[config.mk]
export PLATFORM = sky130hd
export DESIGN_NAME = instr_fetch
export DESIGN_NICKNAME = d
export VERILOG_FILES = /design/src/rtl/instr_fetch.sv
export SDC_FILE = /design/constraint.sdc
export NUM_CORES = 1
export LEC_CHECK = 0
export ABC_AREA = 1
export CORE_MARGIN = 5
export CORE_UTILIZATION = 35
export DETAILED_ROUTE_END_ITERATION = 10
export GPL_TIMING_DRIVEN = 0
export PLACE_DENSITY = 0.74
export SYNTH_ARGS = -nofsm -noshare
export SYNTH_HDL_FRONTEND = slang
export SYNTH_SLANG_ARGS = --single-unit
[constraint.sdc]
create_clock -name Clk -period 2.7 [get_ports Clk]
set_input_delay 0.27 -clock Clk [delete_from_list [all_inputs] [get_ports Clk]]
set_output_delay 0.27 -clock Clk [all_outputs]
set_load 0.01 [all_outputs]
[src/rtl/instr_fetch.sv]
// instr_fetch: single-outstanding instruction fetch stage feeding decode (optional stall counter: FETCH_STALL_CNT_EN)
module instr_fetch #(
   parameter logic [31:0] RESET_PC = 32'h0000_0000
) (
   input  logic        Clk,
   input  logic        Reset_n,
   output logic        Mem_Req,
   output logic [31:0] Mem_Addr,
   input  logic [31:0] Mem_Rdata,
   input  logic        Mem_Ack,
   output logic [31:0] Instr,
   output logic [31:0] Instr_PC,
   output logic        Instr_Valid,
   input  logic        Instr_Ready,
   input  logic [31:0] Immed,
   input  logic        Br_Taken,
   output logic [31:0] Stall_Cnt
);
   typedef enum logic [1:0] {IDLE, FETCH, HAVE} state_t;
   state_t      state;
   logic [31:0] pc;
   assign Mem_Addr = pc;
   // fetch/hold/consume sequencing; pc already points past Instr while in HAVE, so a branch adds Immed to it
   always_ff @(posedge Clk or negedge Reset_n)
      if (!Reset_n) begin
         state       <= IDLE;
         pc          <= RESET_PC;
         Instr       <= '0;
         Instr_PC    <= '0;
         Instr_Valid <= 1'b0;
         Mem_Req     <= 1'b0;
      end else begin
         case (state)
            IDLE: begin
               state   <= FETCH;
               Mem_Req <= 1'b1;
            end
            FETCH:
               if (Mem_Ack) begin
                  Instr       <= Mem_Rdata;
                  Instr_PC    <= pc;
                  pc          <= (pc + 32'd4) & ~32'd3;
                  Instr_Valid <= 1'b1;
                  Mem_Req     <= 1'b0;
                  state       <= HAVE;
               end
            HAVE:
               if (Instr_Ready) begin
                  pc          <= Br_Taken ? (pc + Immed) & ~32'd3 : pc;
                  Instr_Valid <= 1'b0;
                  Mem_Req     <= 1'b1;
                  state       <= FETCH;
               end
            default: state <= IDLE;
         endcase
      end
`ifdef FETCH_STALL_CNT_EN
   logic stall;
   assign stall = (state == FETCH && !Mem_Ack) || (state == HAVE && !Instr_Ready);
   // saturating count of cycles waiting on memory or on decode
   always_ff @(posedge Clk or negedge Reset_n)
      if (!Reset_n) Stall_Cnt <= '0;
      else if (stall && ~&Stall_Cnt) Stall_Cnt <= Stall_Cnt + 32'd1;
`else
   assign Stall_Cnt = '0;
`endif
endmodule

==> impl_metrics.csv, run 1 <==
group,metric,value,unit
run_status,status,"complete, no violations",
yosys,syn_inst,940,
floorplan,die_w,144,um
setup_path,critPathKind,"flop to flop",
global_route,grt_max_degree,67,
setup_path,cp_max_fo,10,
floorplan,pin_count,199,
yosys,synth-async-reset-ratio,1.00,
timing,min_period,2.59,ns
setup_path,crit_arrival,2.84,ns
timing,maxSlewViolCount,0,
floorplan,die_h,144,um
yosys,ys_seq_area_frac,0.381,
yosys,synth.top_cell.area_share,0.381,
floorplan,core,17800,sq um
setup_path,ff2ff_setup_slack,0.11,ns
timing,finalCritPeriodShare,0.961,
clock_network,cts_buffer_depth,2,
yosys,synth_area,6310,sq um
clock_network,cts_buffers,9,
yosys,synthTopCellsByArea,"dfrtp_1, nand2_1, inv_1",
pwr,ir_drop,446,uV
yosys,synth_edf_count,0,
timing,setup_viol,0,
routing,drtIter0Drc,212,
clock_network,cts_root_buf,"clkbuf_16",
routing,wirelength,19600,um
timing,skew,0.00860,ns
place,hpwl,15400,um
timing,hold_viol,0,
global_route,first_global_vias,5941,
pwr,power.density,983,nW/um^2
routing,drtAntennaViolNets,0,
setup_path,cp-end-kind,"flop",
clock_network,path_clk_slew,0.07,ns
setup_path,r2r_cells,16,
yosys,synthFlopType,"dfrtp_1",
setup_path,crit_end,"Mem_Addr[18]",
timing,fin_ws,0.105,ns
final_layout,num-nets-final,1252,
routing,drt_first_pass_iters,5,
final_layout,final_util,0.493,
job,maxCapViolations,0,
place,place_congestion,0.867,
setup_path,r2r-end,"Mem_Addr[18]",
yosys,synth_area_per_cell,6.71,sq um
final_layout,drive_above_1_share,0.100,
routing,wl_per_cell,14.1,um
final_layout,n_antenna_cell,0,
setup_path,worstSetupStartpointType,"flop",
clock_network,clkLatencyLatePin,0.36,ns
setup_path,r2r_start,"state[0]",
clock_network,cts_tree,"yes",
setup_path,startpoint,"state[0]",
routing,vias_per_cell,4.42,
routing,vias,6128,
place,io_buffers,160,
final_layout,area_delta_synth_final,39.3,%
global_route,grt_overflow_total,0,
global_route,grt_pass1_wl,30600,um
global_route,antenna_found_initial,0,
yosys,yosysMostFrequentCell,"nand2_1",
yosys,ys_ff_latch,96,
routing,drc_errors,0,
clock_network,htreeDepth,3,
clock_network,clock_sinks,96,
yosys,synth_top_area_cell,"dfrtp_1",
pwr,power_leakage,4.95,nW
floorplan,num_rows,49,
yosys,synth_commonest_cells,"nand2_1, inv_1, dfrtp_1, nor2_1, nand3_1",
hold_path,hold_class,"input port to async pin",
floorplan,dieArea,20800,sq um
yosys,yosysWarnings,0,
place,place_ws,-0.275,ns
setup_path,worstPathRequired,2.95,ns
floorplan,start_util,0.354,
yosys,ys_types,34,
global_route,track_usage,0.188,
timing,fmax,0.385,GHz
-- routing by layer --
metal,part of all wire,vias to the layer above,track usage
li1,-,3184,-
met1,0.44,2750,0.240
met2,0.48,172,0.320
met3,0.070,22,0.0370
met4,0.017,0,0.0579
met5,0,-,0
-- how the worst min path moves through the flow --
stage,from,endpoint,slack [ns],cells past startpoint
after global routing,Reset_n,Instr[25],0.44,2
after CTS,Reset_n,Instr[26],0.41,2
after floorplan,Reset_n,Instr[0],-0.03,0
after global placement,Instr[30],Instr[30],0.45,2
after detailed placement,Reset_n,Instr[26],0.26,1
final,Reset_n,Instr[25],0.39,2
-- cells by family after synthesis --
kind of cell               count (synthesis)  synth area share
DFF                                       96             0.381
AOI/OAI and AO/OA                         60            0.0508
and+or+nand+nor                          538             0.343
other                                      1          0.000594
buffers and inverters                    204             0.149
adders and majority gates                 30            0.0607
xor gates and xnor gates                  11            0.0153
-- report_power, final --
part	internal, mW	switching, mW
clock	0.760	0.637
combinational	2.14	2.56
sequential	2.08	0.464
-- sequential cells by signal, indices dropped and copies added (netlist names) --
| name | cells |
|---|---|
| Instr_PC | 30 |
| Mem_Req | 1 |
| Instr_Valid | 1 |
| Mem_Addr | 30 |
| state | 2 |
| Instr | 32 |
-- layout by cell type, fill, tap and decap left out, drive strengths merged, types with 2 or more instances in the layout --
cell type	n
nand2	416
clkdlybuf4s50	159
inv	151
dfrtp	96
nor2	67
buf	61
nand3	44
conb	36
o21ai	31
ha	29
a21oi	24
clkbuf	12
xnor2	8
nand3b	4
nand4	4
o21bai	4
xor2	3
or2	2
-- area by class of cell --
| cell class | instances | area (sq um) |
|---|---|---|
| Fill cell | 1819 | 9050 |
| Multi-Input combinational cell | 675 | 3170 |
| Sequential cell | 96 | 2400 |
| Timing Repair Buffer | 167 | 1670 |
| Inverter | 148 | 558 |
| Buffer | 56 | 392 |
| Tap cell | 229 | 287 |
| Clock buffer | 10 | 239 |
| Clock inverter | 6 | 75.1 |
-- critical path, cell delays in order (launching register included) --
cell     delay [ns]
dfrtp_1        0.41
nor2_4         0.17
inv_1          0.08
buf_6          0.15
or2_2          0.28
ha_2           0.21
inv_1          0.08
fa_2           0.21
inv_1          0.06
nand3_1        0.08
nand3_2        0.13
nand2_1        0.11
nand2_2        0.11
a21oi_4        0.19
nand2_1        0.07
nand3_1        0.08
nand2_1        0.05
-- what timing repair did --
action,CTS,global route
hold endpoints to repair,30,0
setup buffers,1,4
cloned,0,0
endpoints found under the setup margin,18,15
pin swaps,2,3
hold buffers,1,0
resized for setup,8,16
-- through the flow --
| step | hold WS (ns) | cell area (sq um) | cells | total power [mW] | setup TNS, ns |
|---|---|---|---|---|---|
| global route | 0.436 | 8790 | 1387 | 9.36 | -0.0783 |
| CTS | 0.410 | 8710 | 1383 | 8.69 | 0 |
| finish | 0.394 | 8790 | 1387 | 8.64 | 0 |
| detailed placement | 0.257 | 8360 | 1365 | 7.23 | -2.18 |
| floorplan | -0.0256 | 6440 | 975 | 5.03 | 0 |
| global placement | 0.452 | 8330 | 1364 | 7.12 | -242.76 |
No activity file was read; power rests on OpenSTA's default activity.
==> run 2: changes to the inputs <==
--- a/config.mk
+++ b/config.mk
@@ -8,8 +8,8 @@
 export ABC_AREA = 1
 export CORE_MARGIN = 5
-export CORE_UTILIZATION = 35
+export CORE_UTILIZATION = 45
 export DETAILED_ROUTE_END_ITERATION = 10
 export GPL_TIMING_DRIVEN = 0
-export PLACE_DENSITY = 0.74
+export PLACE_DENSITY = 0.89
 export SYNTH_ARGS = -nofsm -noshare
 export SYNTH_HDL_FRONTEND = slang
==> constraint.sdc (replaced) <==
create_clock -name Clk -period 2.7 [get_ports Clk]
set_input_delay 0.27 -clock Clk [delete_from_list [all_inputs] [get_ports Clk]]
set_output_delay 0.27 -clock Clk [all_outputs]
set_load 0.1 [all_outputs]
==> run 2 against run 1 <==
Net effect:
- sequential share of layout area grew 0.43 points
- largest cell class unchanged
- design area fell by 1.6%
- fmax down 0.67%
- count of clock-buffer cells in the layout is the same
- die area shrank 21%
- cell count fell by 3.7%
- via count grew 2.7%
- global-route usage grew 3.6 points
- sequential cell count unchanged
- routed wire length shrank 4.8%
- clock skew is 0.0022 ns higher
- critical path depth up 1
- highest routed layer unchanged
==> impl_metrics.csv, run 2 (synthesis results as in run 1) <==
group,metric,value,unit
floorplan,core,13800,sq um
final_layout,area_delta_synth_final,37.2,%
timing,finalCritPeriodShare,0.968,
final_layout,num-nets-final,1250,
hold_path,hold_class,"input port to async pin",
setup_path,max_stage_delay,0.37,ns
routing,drc_errors,0,
clock_network,path_clk_slew,0.07,ns
floorplan,die_w,128,um
global_route,grt_util_met1,0.273,
clock_network,htreeDepth,3,
setup_path,worstSetupStartpointType,"flop",
final_layout,n_antenna_cell,0,
routing,wl_per_cell,13.9,um
global_route,grt_util_met3,0.0440,
global_route,grt_max_degree,69,
final_layout,fillers,1215,
global_route,grt_overflow_total,0,
setup_path,critPathKind,"flop to flop",
timing,min_period,2.61,ns
floorplan,num_rows,43,
clock_network,cts_buffer_depth,2,
routing,wirelength,18600,um
place,hpwl,14600,um
clock_network,cts_root_buf,"clkbuf_16",
floorplan,die_h,128,um
timing,hold_viol,0,
routing,vias,6291,
routing,vias_per_cell,4.71,
clock_network,cts_tree,"yes",
setup_path,cp_cell_sequence,"inv_1 -> nor2_4 -> inv_1 -> buf_6 -> or2_2 -> ha_2 -> inv_1 -> fa_1 -> inv_1 -> nand3_1 -> nand3_2 -> nand2_1 -> nand2_2 -> a21oi_2 -> nand2_1 -> nand3_1 -> nand2_1",
setup_path,cp-end-kind,"flop",
setup_path,crit_arrival,2.86,ns
routing,drtAntennaViolNets,0,
run_status,status,"complete, no violations",
timing,maxSlewHeadroom,0.304,
timing,finalHoldWorstSlack,0.373,ns
clock_network,cts_buffers,9,
global_route,busiest_layer,"met2",
timing,fmax,0.383,GHz
clock_network,clkLatencyLatePin,0.36,ns
setup_path,cp_max_fo,5,
routing,drt_first_pass_iters,6,
floorplan,dieArea,16500,sq um
setup_path,crit_top_cell,"inv_1",
routing,drtIter0Drc,567,
timing,maxSlewViolCount,0,
floorplan,pin_count,199,
timing,setup_viol,0,
final_layout,drive_above_1_share,0.0917,
place,place_congestion,0.925,
floorplan,start_util,0.456,
global_route,first_global_vias,6091,
global_route,grt_pass1_wl,29500,um
final_layout,fin_cells,1336,
setup_path,cp_num_buf_inv,5,
timing,skew,0.0108,ns
final_layout,regMostFlops,"Instr",
final_layout,final_common_cell,"nand2_1",
final_layout,largest_register_ffs,32,
setup_path,cp_top_family,"simple AND/OR/NAND/NOR gates",
job,maxCapViolations,0,
global_route,antenna_found_initial,0,
global_route,track_usage,0.224,
setup_path,worstPathRequired,2.95,ns
setup_path,ff2ff_setup_slack,0.09,ns
global_route,grt_use_met2,0.398,
place,io_buffers,160,
timing,tightestPinTransition,1.04,ns
final_layout,final_cell_mix,"nand2_1, clkdlybuf4s50_1, inv_1",
setup_path,cp_slowest_cell,"dfrtp_1",
clock_network,clock_sinks,96,
place,dpl.cell_count,1316,
run 2: changes by cell type in the layout (fill, tap and decap cells not counted), moves of 2 or more:
cell / change
nand2_1: +2
nor2_2: -2
nor2_1: +2
buf_4: -2
run 2: timing repair:
action | 4_1_cts | 5_1_grt
buffers inserted | 1 | 2
resized for setup | 4 | 9
hold buffers | 1 | 0
setup endpoints to repair | 12 | 18
pin swaps | 1 | 0
endpoints found under the hold margin | 28 | 0
run 2: worst paths after layout:
path	endpoint	startpoint	cells after the start
max in group asynchronous	Mem_Addr[30]	Reset_n	3
hold / removal	Instr[21]	Reset_n	2
hold reg to reg	Instr[17]	Instr[17]	2
setup / recovery	Mem_Addr[18]	state[1]	17
setup reg to reg	Mem_Addr[18]	state[1]	17
min in group Clk	Instr[27]	Mem_Rdata[27]	3
run 2: worst reg2reg max path, cell delays in order, from the launching register on:
cell and delay, ns:
dfrtp_1 0.37, inv_1 0.08, nor2_4 0.14, inv_1 0.08, buf_6 0.13, or2_2 0.27, ha_2 0.20, inv_1 0.07
fa_1 0.20, inv_1 0.08, nand3_1 0.09, nand3_2 0.14, nand2_1 0.11, nand2_2 0.09, a21oi_2 0.22, nand2_1 0.08
nand3_1 0.08, nand2_1 0.05
run 2: final cells by class:
cell class | instances | area [sq um] | share of cell area
tap | 180 | 225 | 0.0260
clock inverter | 6 | 57.6 | 0.00665
timing repair buffer | 165 | 1660 | 0.192
sequential | 96 | 2400 | 0.278
inverter | 148 | 558 | 0.0645
multi-input combinational | 675 | 3130 | 0.361
clock buffer | 10 | 239 | 0.0276
buffer | 56 | 389 | 0.0450
run 2: per-layer routing:
| metal | vias to the layer above | part of all wire |
|---|---|---|
| met5 | - | 0 |
| met4 | 0 | 0.019 |
| met3 | 25 | 0.073 |
| met2 | 217 | 0.49 |
| met1 | 2860 | 0.41 |
| li1 | 3189 | - |
run 2: through the flow:
stage / instance area (sq um) / setup slack (ns) / setup TNS [ns] / util
6_report: 8660 / 0.0876 / 0 / 0.626
5_1_grt: 8660 / -0.000975 / -0.000975 / 0.626
4_1_cts: 8620 / -0.0119 / -0.0119 / 0.623
3_5_place_dp: 8290 / -0.252 / -1.19 / 0.600
3_3_place_gp: 8270 / -2.29 / -218.69 / 0.598
2_1_floorplan: 6440 / 0.207 / 0 / -
Power of run 2 is left out: the tool's default activity adds up to more than one toggle a clock period on the data nets, which glitch-free logic cannot reach.
